<file path="config.mk">
export PLATFORM = sky130hd
export DESIGN_NAME = stopwatch_timer
export DESIGN_NICKNAME = d
export VERILOG_FILES = /design/src/rtl/stopwatch_pkg.sv /design/src/rtl/stopwatch_timer_prescaler.sv /design/src/rtl/stopwatch_timer.sv
export SDC_FILE = /design/constraint.sdc
export NUM_CORES = 1
export LEC_CHECK = 0
export CORE_MARGIN = 8
export CORE_UTILIZATION = 35
export CTS_BUF_LIST = sky130_fd_sc_hd__clkbuf_8
export CTS_CLUSTER_SIZE = 20
export DETAILED_ROUTE_END_ITERATION = 8
export PLACE_DENSITY = 0.5
export SLEW_MARGIN = 40
export SYNTH_ARGS = -nofsm -noshare
export SYNTH_HDL_FRONTEND = slang
export SYNTH_HIERARCHICAL = 1
export SYNTH_SLANG_ARGS = --single-unit
</file>
<file path="constraint.sdc">
create_clock -name clk -period 4.4 [get_ports clk]
set_clock_uncertainty 0.2 [all_clocks]
set_input_delay 0.66 -clock clk [delete_from_list [all_inputs] [get_ports clk]]
set_output_delay 0.66 -clock clk [all_outputs]
set_load 0.1 [all_outputs]
</file>
<file path="src/rtl/stopwatch_pkg.sv">
`default_nettype none
// ============================================================================
//  Module      : stopwatch_pkg
//  Description : Shared status encodings and time-field widths for the
//                stopwatch control FSM and timekeeping datapath.
//  Revision    : 1.0 - initial release
// ============================================================================
package stopwatch_pkg;

  // Control FSM status word; the reserved code is decoded as idle downstream
  typedef enum logic [1:0] {
    ST_IDLE     = 2'b00,
    ST_RUNNING  = 2'b01,
    ST_PAUSED   = 2'b10,
    ST_RESERVED = 2'b11
  } status_e;

  localparam int SEC_W   = 6;
  localparam int MIN_W   = 7;
  localparam int SEC_MAX = 59;

endpackage
`default_nettype wire

</file>
<file path="src/rtl/stopwatch_timer_prescaler.sv">
`default_nettype none
// ============================================================================
//  Module      : tick_prescaler
//  Description : Divides clk down to a one-cycle tick every TICKS_PER_SEC
//                running cycles. Holds its count while not running so a
//                partial second survives a pause; clear discards it.
//  Revision    : 1.0 - initial release
// ============================================================================
module tick_prescaler #(
  parameter int TICKS_PER_SEC = 50_000_000
) (
  input  logic clk,
  input  logic rst_n,
  input  logic run,
  input  logic clear,
  output logic tick
);

  localparam int              CNT_W  = $clog2(TICKS_PER_SEC);
  localparam logic [CNT_W-1:0] C_LAST = CNT_W'(TICKS_PER_SEC - 1);

  logic [CNT_W-1:0] r_cnt;
  logic             w_at_last;

  assign w_at_last = (r_cnt == C_LAST);

  // Tick only fires when the edge that completes the second is a running edge
  assign tick = run && w_at_last;

  // Prescaler count: clear wins over run, otherwise hold when not running
  always_ff @(posedge clk) begin
    if (!rst_n) begin
      r_cnt <= '0;
    end else if (clear) begin
      r_cnt <= '0;
    end else if (run) begin
      if (w_at_last) begin
        r_cnt <= '0;
      end else begin
        r_cnt <= r_cnt + CNT_W'(1);
      end
    end
  end

endmodule
`default_nettype wire

</file>
<file path="src/rtl/stopwatch_timer.sv">
`default_nettype none
// ============================================================================
//  Module      : stopwatch_timer
//  Description : Timekeeping datapath. Decodes the control FSM status,
//                counts minutes:seconds on prescaler ticks, and emits
//                one-cycle second and wrap-around pulses.
//  Revision    : 1.0 - initial release
// ============================================================================
module stopwatch_timer
  import stopwatch_pkg::*;
#(
  parameter int TICKS_PER_SEC = 50_000_000,
  parameter int MAX_MIN       = 99
) (
  input  logic             clk,
  input  logic             rst_n,
  input  logic [1:0]       status,
  output logic [SEC_W-1:0] seconds,
  output logic [MIN_W-1:0] minutes,
  output logic             sec_pulse,
  output logic             wrap
);

  localparam logic [SEC_W-1:0] C_SEC_LAST = SEC_W'(SEC_MAX);
  localparam logic [MIN_W-1:0] C_MIN_LAST = MIN_W'(MAX_MIN);

  logic w_run;
  logic w_paused;
  logic w_clear;
  logic w_tick;

  // Status decode: anything that is neither running nor paused is idle
  assign w_run    = (status == ST_RUNNING);
  assign w_paused = (status == ST_PAUSED);
  assign w_clear  = !(w_run || w_paused);

  tick_prescaler #(
    .TICKS_PER_SEC (TICKS_PER_SEC)
  ) u_prescaler (
    .clk   (clk),
    .rst_n (rst_n),
    .run   (w_run),
    .clear (w_clear),
    .tick  (w_tick)
  );

  // Time counters and pulses, updated together so the pulse marks the new value
  always_ff @(posedge clk) begin
    if (!rst_n) begin
      seconds   <= '0;
      minutes   <= '0;
      sec_pulse <= 1'b0;
      wrap      <= 1'b0;
    end else if (w_clear) begin
      seconds   <= '0;
      minutes   <= '0;
      sec_pulse <= 1'b0;
      wrap      <= 1'b0;
    end else begin
      sec_pulse <= w_tick;
      wrap      <= 1'b0;
      if (w_tick) begin
        if (seconds == C_SEC_LAST) begin
          seconds <= '0;
          if (minutes == C_MIN_LAST) begin
            minutes <= '0;
            wrap    <= 1'b1;
          end else begin
            minutes <= minutes + MIN_W'(1);
          end
        end else begin
          seconds <= seconds + SEC_W'(1);
        end
      end
    end
  end

endmodule
`default_nettype wire

</file>
==> metrics.csv <==
stage,metric,value,unit
detailed_routing,ant_nets,0,
timing,worst_slew_pin_slew,0.645,ns
yosys,synth_top_family_by_area,simple AND/OR/NAND/NOR gates,
yosys,ys_top_cells_by_area,"dfxtp_1 (40%), xor2_1 (6.0%), nor2_1 (5.0%), nand3_1 (4.4%), xnor2_1 (3.9%)",
clocking,cts_setup_buffers,0,
yosys,yosys_register_bits,41,
critical_path,cp.required,4.39,ns
critical_path,rr_endpoint,minutes[2]$_SDFFE_PN0P_,
placed_design,placed_cell_area,2200,sq um
yosys,synth-seq-area-share,40.5,%
timing,post-route-period-util,67.6,%
clocking,clock_sinks,41,
hold_path,hold_path_depth,2,
critical_path,cp-start-kind,primary input,
power,ir_drop,0.140,mV
layout,layout_common_cells,"dfxtp_1 (41), nor2_1 (27), nand3_1 (18)",
yosys,synth_edf_count,0,
critical_path,worst_setup_path_end_kind,register,
floorplan,core,5540,sq um
detailed_routing,drc,0,
run_status,status,finished clean,
critical_path,cp_data_arrival_time,2.96,ns
clocking,htree_num_levels,2,
yosys,syn_area,2030,sq um
yosys,syn_nets,244,
layout,post-route-util,41.2,%
placed_design,gp_congestion,0.733,
detailed_routing,via_count,1643,
timing,period_minus_slack,2.97,ns
global_routing,antenna_found_initial,0,
hold_path,min_to,u_prescaler/r_cnt[22]$_SDFFE_PP0P_,
yosys,synth_top_area_share,40.5,%
global_routing,grt_pass1_vias,1572,
detailed_routing,routed_wl,4260,um
yosys,avgSynthCellArea,8.63,sq um
layout,fill_cells,578,
power,leakage,0.774,nW
detailed_routing,routed_via_density,5.04,
layout,mostFrequentLayoutCell,dfxtp_1,
timing,slew_headroom,56.4,%
floorplan,die_w,92.1,um
global_routing,grt_overflow_total,0,
layout,final_nets,262,
floorplan,initial_core_util,36.6,%
timing,hold_viol_final,0,
layout,diodes,0,
critical_path,regToRegSetupSlack,2.01,ns
yosys,ys.flop_type,dfxtp_1,
critical_path,reg2reg_depth,8,
clocking,clkLatencyLatePin,0.29,ns
layout,syn2layout_area_growth,12.6,%
timing,setup_viol,0,
floorplan,row_count,27,
critical_path,worstReg2RegStart,u_prescaler/r_cnt[16]$_SDFFE_PP0P_,
timing,drv_slew,0,
clocking,ctsResizeCount,0,
yosys,synth_mux_area_share,0.987,%
yosys,yosys.area.top_type,dfxtp_1,
timing,rsz0062_at_grt,no,
placed_design,portBuffers,18,
timing,tns,0,ns
clocking,clk_pin_slew,0.08,ns
floorplan,dieArea,8490,sq um
hold_path,hold_path_class,reg -> reg,
yosys,syn-instance-count,235,
yosys,yosys.cell_types.count,42,
placed_design,hpwlAfterDp,3220,um
clocking,cts_made_buffers,5,
timing,max_freq,336,MHz
global_routing,grt_usage,10.6,%
yosys,yosys_warnings,6,
yosys,synth_compound_area_share,9.13,%
yosys,synthXorXnorAreaFrac,9.93,%
detailed_routing,wire_per_inst,13.1,um
detailed_routing,drt_iter0_drc,48,
power,power.density,275,nW/um^2
clocking,clk_path_buf_depth,2,
flow_run,max_cap_violations,0,
clocking,clockRootBuffer,clkbuf_8,
hold_path,hp-start,u_prescaler/r_cnt[22]$_SDFFE_PP0P_,
clocking,cts_hold_buf,0,
floorplan,io_pins,19,
critical_path,crit_type,in -> reg,
critical_path,critPathMaxFanout,8,
clocking,cts_tree,yes,
yosys,synth_simple_gate_area_share,33.6,%
global_routing,grt_pass1_wl,7290,um
layout,final_layout_size_suffix_gt1_share,12.6,%
layout,design_area,2280,sq um
floorplan,die_y,92.1,um
yosys,synth_fa_ha_area_share,3.08,%
yosys,ys_async_sr_fraction,0,%
layout,seq_area,821,sq um
detailed_routing,drt_first_pass_iters,4,
global_routing,grt_max_degree,19,
layout,multiInputGateArea,1150,sq um
## registers in the layout (all words and copies together), names as in the netlist
name,count
u_prescaler/r_cnt,26
minutes,7
seconds,6
sec_pulse,1
wrap,1
## worst max-delay path, cell delays in order
cell             delay [ns]
clkdlybuf4s50_1        0.46
ha_1                   0.31
nand3_1                0.13
or2_1                  0.25
nor4_1                 0.27
buf_4                  0.20
and4_4                 0.24
nand2_2                0.11
o21ai_4                0.24
nor2_1                 0.07
## worst max path at each step
stage / start / to / slack [ns] / depth (start not counted)
after CTS: status[0] / minutes[6]$_SDFFE_PN0P_ / 1.41 / 10
final: status[0] / minutes[2]$_SDFFE_PN0P_ / 1.43 / 10
after global placement: status[0] / minutes[3]$_SDFFE_PN0P_ / 1.14 / 10
after floorplan: status[1] / minutes[0]$_SDFFE_PN0P_ / 1.76 / 11
after detailed placement: status[0] / minutes[6]$_SDFFE_PN0P_ / 1.07 / 10
after global routing: status[0] / minutes[2]$_SDFFE_PN0P_ / 1.24 / 10
## through the flow
step	setup slack, ns	cells	total power, mW	hold WS, ns
after floorplan	1.76	235	0.394	0.247
after global placement	1.14	318	0.403	0.268
after detailed placement	1.07	318	0.403	0.273
final	1.43	326	0.629	0.293
after global routing	1.24	326	0.660	0.329
after CTS	1.41	326	0.644	0.291
## area by class of cell
class,instances,area share [%]
inverter,4,0.658
clock buffer,5,3.01
clock inverter,3,0.603
multi-input combinational,181,50.6
timing repair buffer,20,5.26
tap,72,3.95
sequential,41,35.9
## routing by layer
layer	share of wire (%)	wire, um	up-vias	track usage, %
li1	-	-	879	-
met1	50	2130	744	13.8
met2	45	1940	13	15.8
met3	2.8	121	7	2.85
met4	1.7	71	0	4.83
met5	0	0	-	0
## Yosys cell counts, types with 5 or more instances
master,instances
dfxtp_1,41
o31ai_1,6
xnor2_1,9
and2_1,5
a21oi_1,13
nand3_1,18
o21ai_0,6
or4_1,7
xor2_1,14
and4_1,5
ha_1,5
nand4_1,10
nand2_1,16
nor3_1,6
nor2_1,27
or3_1,6
## kinds of logic (layout without fill, tap and decap cells)
kind of cell / after synthesis / after routing
AO/OA/AOI/OAI: 30 / 30
XOR/XNOR: 23 / 23
adder cells (fa/ha/maj): 5 / 5
buffers and inverters: 13 / 32
flip-flops: 41 / 41
multiplexers: 2 / 2
AND/OR/NAND/NOR: 121 / 121
## where the power goes
| part | internal (mW) | switching (mW) | total [mW] | leakage [nW] |
|---|---|---|---|---|
| Combinational | 0.00804 | 0.0137 | 0.0218 | 0.395 |
| Clock | 0.108 | 0.128 | 0.235 | 0.0491 |
| Sequential | 0.371 | 0.000588 | 0.372 | 0.330 |
Power figures use the tool's default switching activity.
